[config.mk]
export PLATFORM = sky130hd
export DESIGN_NAME = piano_key_scheduler
export DESIGN_NICKNAME = d
export VERILOG_FILES = /design/src/rtl/piano_key_scheduler.sv
export SDC_FILE = /design/constraint.sdc
export NUM_CORES = 1
export LEC_CHECK = 0
export ABC_AREA = 1
export BUFFER_PORTS_ARGS = -buffer_cell sky130_fd_sc_hd__buf_2
export CAP_MARGIN = 20
export CORE_ASPECT_RATIO = 1.4
export CORE_MARGIN = 2
export CORE_UTILIZATION = 55
export DETAILED_ROUTE_END_ITERATION = 12
export PLACE_DENSITY = 0.8
export SLEW_MARGIN = 10
export SYNTH_ARGS = -nofsm -noshare
export SYNTH_HDL_FRONTEND = slang
export SYNTH_SLANG_ARGS = --single-unit
[constraint.sdc]
create_clock -name CLK -period 2.2 [get_ports CLK]
set_input_delay 0.44 -clock CLK [delete_from_list [all_inputs] [get_ports CLK]]
set_output_delay 0.44 -clock CLK [all_outputs]
set_load 0.02 [all_outputs]
[src/rtl/piano_key_scheduler.sv]
// piano_key_scheduler: turns debounced key edges into an ordered event stream
// (valid/ready, small FIFO) and tracks the currently sounding key for
// monophonic playback.
// Optional build macro KEY_RELEASE_EVT_EN: also queue release events
// (EVT_PRESS = 0). Without it only presses are queued and EVT_PRESS mirrors
// EVT_VALID.
module piano_key_scheduler #(
  parameter  int N_KEYS     = 8,
  parameter  int FIFO_DEPTH = 4,
  localparam int IW         = $clog2(N_KEYS)
) (
  input  logic              CLK,
  input  logic              RESET,
  input  logic [N_KEYS-1:0] KEYS,
  output logic              EVT_VALID,
  input  logic              EVT_READY,
  output logic [IW-1:0]     EVT_KEY,
  output logic              EVT_PRESS,
  output logic              ACTIVE_VALID,
  output logic [IW-1:0]     ACTIVE_KEY,
  output logic              OVERFLOW
);

  localparam int                PW       = $clog2(FIFO_DEPTH);
  localparam logic [PW:0]       CNT_FULL = (PW+1)'(FIFO_DEPTH);
  localparam logic [N_KEYS-1:0] ONE_HOT0 = N_KEYS'(1);

  logic [N_KEYS-1:0] r_key_prev;
  logic [N_KEYS-1:0] r_press_pend;
  logic [IW-1:0]     r_fifo_key [FIFO_DEPTH];
  logic [PW-1:0]     r_rd_ptr;
  logic [PW-1:0]     r_wr_ptr;
  logic [PW:0]       r_count;
  logic              r_active_valid;
  logic [IW-1:0]     r_active_key;
  logic              r_overflow;

  logic [N_KEYS-1:0] w_rise;
  logic [N_KEYS-1:0] w_fall;
  logic              w_pop;
  logic              w_space;
  logic              w_push;
  logic [IW-1:0]     w_push_idx;
  logic              w_press_any;
  logic [IW-1:0]     w_press_idx;
  logic              w_rel_any;
  logic [IW-1:0]     w_rel_idx;
  logic [N_KEYS-1:0] w_clr_press;
  logic              w_merge;
  logic              w_rise_any;
  logic [IW-1:0]     w_rise_hi_idx;
  logic              w_keys_any;
  logic [IW-1:0]     w_keys_lo_idx;
  logic              w_active_fall;

  assign w_rise  = KEYS & ~r_key_prev;
  assign w_fall  = ~KEYS & r_key_prev;
  assign w_pop   = (r_count != '0) & EVT_READY;
  // A full FIFO still accepts a push when the head leaves in the same cycle.
  assign w_space = (r_count != CNT_FULL) | w_pop;

  // Lowest-index pending press is the first push candidate.
  always_comb begin
    w_press_any = 1'b0;
    w_press_idx = '0;
    for (int i = N_KEYS - 1; i >= 0; i--) begin
      if (r_press_pend[i]) begin
        w_press_any = 1'b1;
        w_press_idx = IW'(i);
      end
    end
  end

`ifdef KEY_RELEASE_EVT_EN
  logic [N_KEYS-1:0] r_rel_pend;
  logic              r_fifo_press [FIFO_DEPTH];
  logic [N_KEYS-1:0] w_clr_rel;

  // Lowest-index pending release, used only when no press is pending.
  always_comb begin
    w_rel_any = 1'b0;
    w_rel_idx = '0;
    for (int i = N_KEYS - 1; i >= 0; i--) begin
      if (r_rel_pend[i]) begin
        w_rel_any = 1'b1;
        w_rel_idx = IW'(i);
      end
    end
  end

  assign w_clr_rel = (w_push & ~w_press_any) ? (ONE_HOT0 << w_rel_idx) : '0;
  assign w_merge   = |(w_rise & r_press_pend & ~w_clr_press) |
                     |(w_fall & r_rel_pend & ~w_clr_rel);
  assign EVT_PRESS = EVT_VALID & r_fifo_press[r_rd_ptr];

  // Release pending set: falls accumulate until scheduled.
  always_ff @(posedge CLK) begin
    if (RESET) begin
      r_rel_pend <= '0;
    end else begin
      r_rel_pend <= (r_rel_pend & ~w_clr_rel) | w_fall;
    end
  end

  // Event type storage alongside the key index.
  always_ff @(posedge CLK) begin
    if (w_push) begin
      r_fifo_press[r_wr_ptr] <= w_press_any;
    end
  end
`else
  assign w_rel_any = 1'b0;
  assign w_rel_idx = '0;
  assign w_merge   = |(w_rise & r_press_pend & ~w_clr_press);
  assign EVT_PRESS = EVT_VALID;
`endif

  assign w_push      = w_space & (w_press_any | w_rel_any);
  assign w_push_idx  = w_press_any ? w_press_idx : w_rel_idx;
  assign w_clr_press = (w_push & w_press_any) ? (ONE_HOT0 << w_press_idx) : '0;

  // Highest-index rising key and lowest-index held key for active tracking.
  always_comb begin
    w_rise_any    = 1'b0;
    w_rise_hi_idx = '0;
    w_keys_any    = 1'b0;
    w_keys_lo_idx = '0;
    for (int i = 0; i < N_KEYS; i++) begin
      if (w_rise[i]) begin
        w_rise_any    = 1'b1;
        w_rise_hi_idx = IW'(i);
      end
    end
    for (int i = N_KEYS - 1; i >= 0; i--) begin
      if (KEYS[i]) begin
        w_keys_any    = 1'b1;
        w_keys_lo_idx = IW'(i);
      end
    end
  end

  assign w_active_fall = r_active_valid & w_fall[r_active_key];

  // Edge history, press pending set and sticky merge flag. A bit cleared by
  // a push and re-set by a new edge in the same cycle ends set.
  always_ff @(posedge CLK) begin
    if (RESET) begin
      r_key_prev   <= '0;
      r_press_pend <= '0;
      r_overflow   <= 1'b0;
    end else begin
      r_key_prev   <= KEYS;
      r_press_pend <= (r_press_pend & ~w_clr_press) | w_rise;
      if (w_merge) begin
        r_overflow <= 1'b1;
      end
    end
  end

  // FIFO key storage; contents are don't-care while the slot is empty.
  always_ff @(posedge CLK) begin
    if (w_push) begin
      r_fifo_key[r_wr_ptr] <= w_push_idx;
    end
  end

  // FIFO pointers and occupancy.
  always_ff @(posedge CLK) begin
    if (RESET) begin
      r_rd_ptr <= '0;
      r_wr_ptr <= '0;
      r_count  <= '0;
    end else begin
      if (w_push) begin
        r_wr_ptr <= r_wr_ptr + PW'(1);
      end
      if (w_pop) begin
        r_rd_ptr <= r_rd_ptr + PW'(1);
      end
      case ({w_push, w_pop})
        2'b10:   r_count <= r_count + (PW+1)'(1);
        2'b01:   r_count <= r_count - (PW+1)'(1);
        default: r_count <= r_count;
      endcase
    end
  end

  // Monophonic selection: newest press wins; losing the sounding key falls
  // back to the lowest key still held.
  always_ff @(posedge CLK) begin
    if (RESET) begin
      r_active_valid <= 1'b0;
      r_active_key   <= '0;
    end else if (w_rise_any) begin
      r_active_valid <= 1'b1;
      r_active_key   <= w_rise_hi_idx;
    end else if (w_active_fall) begin
      r_active_valid <= w_keys_any;
      r_active_key   <= w_keys_lo_idx;
    end
  end

  assign EVT_VALID    = (r_count != '0);
  assign EVT_KEY      = EVT_VALID ? r_fifo_key[r_rd_ptr] : '0;
  assign ACTIVE_VALID = r_active_valid;
  assign ACTIVE_KEY   = r_active_key;
  assign OVERFLOW     = r_overflow;

endmodule

==> flow_summary.yaml <==
hold_path:
  min_path_type: "input pin to flip-flop"
yosys:
  synth_seq_cells: 42
  synth_fp_nets: 310
  synth_compound_area_share_pct: 12.19
  synth_top_family_by_area: "simple AND/OR/NAND/NOR gates"
  yosys.cell_count.top_type: "nand2_1"
  ys.flop_type: "dfxtp_1"
  async_reset_ff_share_pct: 0
  synth-simple-area-share_pct: 31.29
  synth_cells: 293
  synth-edff-count: 12
  avgSynthCellArea_um2: 7.533
  synth_area_leaders: "dfxtp_1, edfxtp_1, nand2_1"
  yosys_warnings: 0
  netlist_area_um2: 2207
  synthMuxAreaShare_pct: 0
  synth-seq-area-share_pct: 43.54
  netlist.area_leader.share_pct: 27.21
  synth_largest_area_cell: "dfxtp_1"
  synth_cell_types: 30
  synth_xor_area_share_pct: 0
  netlist_top_cells_count: "nand2_1, inv_1, nor2_1, dfxtp_1, a21oi_1"
  synthAdderAreaFrac_pct: 3.741
critical_path:
  path_buf_inv: 1
  cp-end-kind: "flip-flop"
  arrival_ps: 2110
  crit_slowest_cell: "fa_1"
  cp-start-kind: "flip-flop"
  path_cells: "nor2_4 > nand2_4 > o21ai_4 > ha_1 > inv_1 > fa_1 > a21oi_1 > o21ai_0 > o21ai_1 > a21oi_1"
  path_class: "flip-flop to flip-flop"
  crit_fanout: 5
  cpMostUsedCell: "a21oi_1"
  cp.required_ps: 2390
  critical-path-top-delay-family: "compound AO/OA/AOI/OAI gates"
  critPathMaxStageDelay_ps: 370
drt:
  detail_route.wl_per_cell_um: 11.83
  wl_met2_um: 2419
  dr_total_vias: 1839
  avgViaCountPerCell: 5.080
  drc_errors: 0
  wl_met3_um: 122
  drt-total-wl_um: 4284
  highest_layer: "met4"
  antenna_left: 0
  wirelength_met1_um: 1621
  first_pass_iters: 4
  drtIter0Drc: 31
clock_network:
  cts.sinks: 42
  cts_buffers: 5
  cts_setup_buffers: 0
  tritoncts: "yes"
  clkLatencyLatePin_ps: 300
  holdBufCountCts: 0
  clock-root-buffer: "clkbuf_8"
  cts.reportedPaths.clkPinSlew_ps: 80
  ctsHtreeMaxLevel: 2
  clock_path_buffers: 2
final_layout:
  fin_nets: 335
  drive_above_1_share_pct: 20.38
  area_growth_pct: 11.34
  post-route-util_pct: 63.25
  stdcell_area_um2: 2457
  diodes: 0
flow_run:
  maxCapViolCount: 0
place:
  place.gp.congestion: 0.8822
  port_buffers: 20
  place_area_um2: 2354
  hpwl_um: 3421
floorplanning:
  dieArea_um2: 4543
  boundaryPins: 21
  die_h_um: 78.96
  fp-row-count: 27
  core_area_um2: 3885
  start_util_pct: 56.81
  die_w_um: 57.54
sta:
  final.setup_skew_ps: 8.341
  setup_violations: 0
  worst_slew_pin_slew_ps: 397.1
  finalMaxSlewViolations: 0
  relSlewSlack_pct: 73.53
  fin_tns_setup_ps: 0
  fin_crit_sh_pct: 87.26
  period_minus_slack_ps: 1920
  hold_violations: 0
  grt_setup_unrepaired: "false"
  max_freq_ghz: 0.5209
power:
  powerDensity_nw_per_um2: 913.3
  leakagePower_uw: 0.001149
  vdd.ir_drop.worst_mv: 0.6465
grt:
  grt_pass1_vias: 1702
  grt_antenna_before_repair: 0
  gr-total-overflow: 0
  grt_max_degree: 22
  grt_pass1_wl_um: 7169
  grt_use_total_pct: 20.78
status:
  status: "finished, final reports clean"
-- kinds of logic (layout without fill, tap and decap cells) --
kind of cell    after synthesis  after routing
compound gates               47             47
flops                        42             42
simple gates                145            145
buf+inv                      53             79
fa+ha+maj                     6              6
-- tightest hold or removal path: cells and delay by family --
| family | cells | cell delay [ps] |
|---|---|---|
| and+or+nand+nor | 1 | 70 |
| buffers and inverters | 2 | 140 |
-- report_power, final --
part           switching [uW]  leakage (uW)  internal, uW
clock                     264     0.0000561           288
sequential               74.6      0.000364           927
combinational             459      0.000729           231
-- what timing repair did --
item	CTS	global route
hold endpoints to repair	0	0
setup endpoints to repair	0	1
gates resized for setup	0	1
-- layout make-up --
type                       count  area [um2]
multi-input combinational    198        1042
clock buffer                   6       93.84
inverter                      50       188.9
sequential                    42       960.9
tap                           43       53.80
timing repair buffer          21       107.6
fill                         349        1428
clock inverter                 2       10.01
-- state kept, by name, summed over array words and instances, names as in the netlist, named ones only --
name and flops:
r_wr_ptr 2, ACTIVE_VALID 1, r_fifo_key 12, ACTIVE_KEY 3, r_count 3, r_key_prev 8, r_rd_ptr 2, OVERFLOW 1
r_press_pend 8
-- path summary, 6_finish.rpt --
path,from,end,slack (ps),cells after the start
setup / recovery,r_press_pend[3],r_count[2],280,10
hold reg to reg,r_rd_ptr[1],r_rd_ptr[1],470,2
setup reg to reg,r_press_pend[3],r_count[2],280,10
hold / removal,KEYS[1],r_key_prev[1],400,3
-- routing by layer --
metal	GRT usage, %	up-vias
met4	10.70	0
met3	3.909	10
met5	0	-
met1	18.97	824
met2	41.25	32
li1	-	973
-- per-stage QoR --
stage	total power, uW	setup slack, ps	instances	hold slack (ps)
floorplan	1540	279.0	293	435.8
CTS	2259	262.9	362	400.3
global placement	1694	191.0	354	451.9
global route	2384	41.54	362	418.1
detailed placement	1711	143.7	354	456.7
finish	2244	280.3	362	395.8
-- layout by cell type (no fill, tap or decap) --
| master | Yosys | routed |
|---|---|---|
| nand3b_2 | 1 | 1 |
| buf_2 | 0 | 20 |
| a21boi_0 | 1 | 1 |
| inv_1 | 45 | 45 |
| nand3b_1 | 2 | 2 |
| nand3_2 | 1 | 1 |
| o21ai_1 | 0 | 1 |
| fa_1 | 1 | 1 |
| nand2_1 | 51 | 51 |
| a21oi_4 | 1 | 1 |
| inv_2 | 4 | 4 |
| dfxtp_1 | 30 | 30 |
| nand3_1 | 21 | 21 |
| o21ai_2 | 1 | 1 |
| clkinv_2 | 1 | 3 |
| a31oi_1 | 1 | 1 |
| o21ai_4 | 1 | 1 |
| clkbuf_16 | 0 | 1 |
| ha_1 | 5 | 5 |
| clkbuf_8 | 0 | 5 |
| nand2_4 | 1 | 1 |
| a21oi_1 | 26 | 26 |
| nor2_4 | 3 | 3 |
| nand2_2 | 13 | 13 |
| nor3_1 | 2 | 2 |
| nor2_1 | 42 | 42 |
| buf_4 | 1 | 1 |
| a21oi_2 | 1 | 1 |
| and2_4 | 1 | 1 |
| edfxtp_1 | 12 | 12 |
| nor2_2 | 6 | 6 |
| o21ai_0 | 15 | 14 |
| nand3_4 | 1 | 1 |
Note: power is estimated with default switching activity, not from simulation.
